## src/rtl/return_stack.sv

```systemverilog
// Hardware return-address stack for JSB/return. The top entry is read
// combinationally, so a return's next-PC select sees it in the pop cycle.
// Sticky overflow/underflow flags record dropped pushes and empty pops.
module return_stack #(
  parameter int unsigned DEPTH = 8,
  parameter int unsigned AW    = 12
) (
  input  logic                       clk,
  input  logic                       rst,
  input  logic                       push_stack,
  input  logic                       pop_stack,
  input  logic [AW-1:0]              push_data,
  input  logic                       err_clr,
  output logic [AW-1:0]              top_data,
  output logic [$clog2(DEPTH):0]     count,
  output logic                       empty,
  output logic                       full,
  output logic                       overflow,
  output logic                       underflow
);

  localparam int unsigned PW = $clog2(DEPTH);
  localparam int unsigned CW = PW + 1;
  localparam logic [CW-1:0] FULL_CNT = CW'(DEPTH);

  logic [AW-1:0] entry_q [DEPTH];
  logic [CW-1:0] sp_q, sp_d;
  logic          ovf_q, ovf_d;
  logic          unf_q, unf_d;

  logic          wr_en;
  logic [PW-1:0] wr_idx;
  logic [PW-1:0] top_idx;
  logic          is_empty;
  logic          is_full;

  // Occupancy status and zero-latency top-of-stack read
  always_comb begin
    is_empty = (sp_q == '0);
    is_full  = (sp_q == FULL_CNT);
    // When full, the low PW bits of sp are zero and the decrement wraps to DEPTH-1
    top_idx  = sp_q[PW-1:0] - PW'(1);
    top_data = is_empty ? '0 : entry_q[top_idx];
    count    = sp_q;
    empty    = is_empty;
    full     = is_full;
    overflow  = ovf_q;
    underflow = unf_q;
  end

  // Next pointer, write port and sticky error flags for this cycle's request
  always_comb begin
    sp_d   = sp_q;
    wr_en  = 1'b0;
    wr_idx = sp_q[PW-1:0];
    ovf_d  = ovf_q;
    unf_d  = unf_q;

    if (push_stack && pop_stack && !is_empty) begin
      // Replace top: the return and the new call cancel in occupancy
      wr_en  = 1'b1;
      wr_idx = top_idx;
    end else if (push_stack) begin
      // A push paired with a pop on an empty stack behaves as a plain push
      if (is_full) begin
        ovf_d = 1'b1;
      end else begin
        wr_en = 1'b1;
        sp_d  = sp_q + CW'(1);
      end
    end else if (pop_stack) begin
      if (is_empty) begin
        unf_d = 1'b1;
      end else begin
        sp_d = sp_q - CW'(1);
      end
    end

    if (err_clr) begin
      ovf_d = 1'b0;
      unf_d = 1'b0;
    end
  end

  // Pointer, flags and entry storage; reset clears everything asynchronously
  always_ff @(posedge clk or negedge rst) begin
    if (!rst) begin
      sp_q  <= '0;
      ovf_q <= 1'b0;
      unf_q <= 1'b0;
      for (int unsigned i = 0; i < DEPTH; i++) begin
        entry_q[i] <= '0;
      end
    end else begin
      sp_q  <= sp_d;
      ovf_q <= ovf_d;
      unf_q <= unf_d;
      if (wr_en) begin
        entry_q[wr_idx] <= push_data;
      end
    end
  end

endmodule
```

## config.mk

```make
export PLATFORM = sky130hd
export DESIGN_NAME = return_stack
export DESIGN_NICKNAME = d
export VERILOG_FILES = /design/src/rtl/return_stack.sv
export SDC_FILE = /design/constraint.sdc
export NUM_CORES = 1
export LEC_CHECK = 0
export CORE_ASPECT_RATIO = 0.7
export CORE_MARGIN = 2
export CORE_UTILIZATION = 26
export DETAILED_ROUTE_END_ITERATION = 10
export GPL_TIMING_DRIVEN = 0
export SLEW_MARGIN = 10
export SYNTH_ARGS = -nofsm -noshare
export SYNTH_HDL_FRONTEND = slang
export SYNTH_SLANG_ARGS = --single-unit
export TNS_END_PERCENT = 30
```

## constraint.sdc

```tcl
create_clock -name clk -period 8.65 [get_ports clk]
set_input_delay 2.595 -clock clk [delete_from_list [all_inputs] [get_ports clk]]
set_output_delay 2.595 -clock clk [all_outputs]
set_load 0.02 [all_outputs]
```

==> metrics.md <==
| Metric | Value |
|---|---|
| Via count | 2991 |
| Core box area | 19800 µm² |
| Detail Placement HPWL | 8210 µm |
| Outcome | finished clean |
| Largest fanout on the critical path | 10 |
| RSZ-0062 raised after global routing | false |
| CP endpoint kind | primary output |
| Final Setup Violations | 0 |
| Yosys Warn Count | 0 |
| CTS tree | yes |
| Flops & latches, synth | 102 |
| Max-slew violation count | 0 |
| Adder-Cell Fraction of Synth Area | 1.10% |
| Mapped cell area | 5250 µm² |
| Final Critical Period | 6980 ps |
| Ranking of synthesized cells by area | dfrtp_1 (49%), mux2_4 (20%), mux4_2 (10%) |
| Peak supply drop | 148 µV |
| Slew @ Worst Pin | 859 ps |
| Crit path DAT | 4380 ps |
| Most common cell after layout, fill and taps aside | dfrtp_1 |
| Most frequent cells in the layout | dfrtp_1 (102), mux2_4 (70), clkdlybuf4s50_1 (34) |
| Antenna violations before repair | 0 |
| Port-buffer cells | 35 |
| Fill cells | 1978 |
| Root buf cell | clkbuf_16 |
| Starting density of the core | 26.5% |
| Power density over the cells | 447 nW/µm² |
| Synth cell types | 40 |
| Post-Synth Simple-Gate Area | 4.03% |
| Drt drc | 0 |
| Pleak | 2.79 nW |
| Worst EP required | 6060 ps |
| Largest net degree at the start of global routing | 70 |
| Max_cap viols | 0 |
| Critical Path Start Type | flip-flop |
| Synthesized instance count | 335 |
| Iteration-0 DRC Markers | 195 |
| Die Y | 123 µm |
| Hold Startpoint | entry_q[16] |
| First-pass GRT wire length | 19200 µm |
| Number of diodes | 0 |
| Setup tns final | 0 ps |
| CTS buffer count | 9 |
| Total global-route track usage | 12.0% |
| Grt total ovfl | 0 |
| Antenna viol nets, final | 0 |
| Max Freq | 0.143 GHz |
| Hold WC Path Type | flip-flop to flip-flop |
| Max_slew headroom | 42.7% |
| Post-Synth XOR/XNOR Area | 0.668% |
| # resized after CTS | 0 |
| Die ar. | 21400 µm² |
| Crit path kind | flip-flop to primary output |
| Post-CTS setup buffers | 0 |
| Sink Count | 102 |
| Via density | 4.56 |
| Avg WL per Cell | 18.5 µm |
| Syn Area/Cell | 15.7 µm² |
| Top cell type's share of synthesized area | 48.6% |
| Core Rows | 43 |
| Area leader, netlist | dfrtp_1 |
| Worst setup startpoint | count[0] |
| Final GP Congestion | 0.761 |
| R2r startpoint | count[0] |
| Vias in the first global route | 3151 |
| Area delta synth->final | 18.8% |
| Share of cells above drive strength 1 | 42.7% |
| Hold WS | 489 ps |
| Drt pass-1 iters | 4 |
| Total Wirelength | 12100 µm |
| Post-CTS Hold Buffers | 0 |
| H-tree depth | 3 |
| Main combinational cell family by area after synthesis | multiplexers |
| Ports | 37 |
| Die width | 174 µm |
| CTS Buffer Depth | 2 |
| Synth Area in Compound Gates | 5.46% |
| Skew final | 3.94 ps |
| Syn Nets | 356 |
| Mux cell area share after synthesis | 37.0% |
| Period utilization | 80.7% |
| Final Hold Fails | 0 |
| Total Nets Final | 403 |
| Seq/Total Area, Yosys | 48.6% |
| Clock slew at reported path FFs | 70 ps |
| Clk_lat worst skew | 350 ps |
-- path summary, 6_finish.rpt --
| kind | to | slack (ps) | depth (start not counted) |
|---|---|---|---|
| max in group asynchronous | entry_q[60] | 5770 | 2 |
| setup / recovery | top_data[9] | 1670 | 10 |
| min in group asynchronous | count[1] | 2200 | 1 |
| hold reg to reg | entry_q[16] | 490 | 1 |
| setup reg to reg | entry_q[1] | 5080 | 10 |
| hold / removal | entry_q[16] | 490 | 1 |
-- cell families after synthesis --
| logic type | after synthesis |
|---|---|
| buffers and inverters | 26 |
| multiplexers | 125 |
| AO/OA/AOI/OAI | 32 |
| AND/OR/NAND/NOR | 42 |
| adder cells (fa/ha/maj) | 4 |
| XOR/XNOR | 4 |
| flip-flops | 102 |
-- where the power goes --
group	total, mW	switching [mW]	internal, mW
logic	1.55	0.697	0.852
clock network	0.383	0.175	0.208
registers	0.854	0.138	0.717
total	2.79	1.01	1.78
-- worst max-delay path, stage by stage, from the launching register on --
cell             delay [ps]
dfrtp_1                 420
buf_2                   360
buf_2                   460
inv_1                    90
ha_1                    290
clkbuf_1                390
clkbuf_1                700
mux4_2                  340
nand2_1                  60
a21oi_1                 240
clkdlybuf4s50_1         670
-- area by class of cell --
class	count	area, µm²	area share (%)
multi-input cells	207	2530	40.6
flip-flops and latches	102	2550	40.9
inverters	5	20.0	0.321
well taps	270	338	5.42
clock buffers	11	253	4.05
repair buffers	36	375	6.02
clock inverters	4	22.5	0.361
plain buffers	21	145	2.33
-- stage by stage --
stage | cell area (µm²) | util (%) | power, mW | worst slack (ps) | std cells
global placement | 5940 | 30.0 | 2.38 | 1320 | 640
CTS | 6240 | 31.5 | 2.82 | 1600 | 656
detailed placement | 5960 | 30.1 | 2.43 | 2010 | 641
global route | 6240 | 31.5 | 2.96 | 1380 | 656
floorplan | 5250 | - | 1.92 | 3380 | 335
finish | 6240 | 31.5 | 2.79 | 1670 | 656
-- synthesized netlist by cell type (all sizes together) --
master,count
a31oi,2
a211oi,2
nand4,1
buf,14
nand3b,1
o211ai,8
a21bo,1
a21oi,12
nor2b,1
clkbuf,7
nor2,2
inv,4
a21o,2
nand2b,1
o21a,1
nand3,1
o211a,3
fa,1
clkinv,1
mux2i,1
mux2,100
or4bb,1
or4,1
dfrtp,102
ha,3
mux4,24
and3b,1
or3b,1
xnor2,2
nand4b,1
nand2,28
nor3,2
xor2,2
a211o,1
-- routing by layer --
| layer | wire (µm) | track usage, % | vias to the layer above |
|---|---|---|---|
| met5 | 0 | 0 | - |
| met4 | 92 | 2.89 | 0 |
| met1 | 5980 | 17.4 | 1588 |
| met2 | 5530 | 18.1 | 60 |
| li1 | - | - | 1334 |
| met3 | 505 | 3.04 | 9 |
-- sequential cells by signal, summed over array words and instances, names as in the netlist --
register   count
count          4
entry_q       96
overflow       1
underflow      1
(Power assumes the default switching activity.)
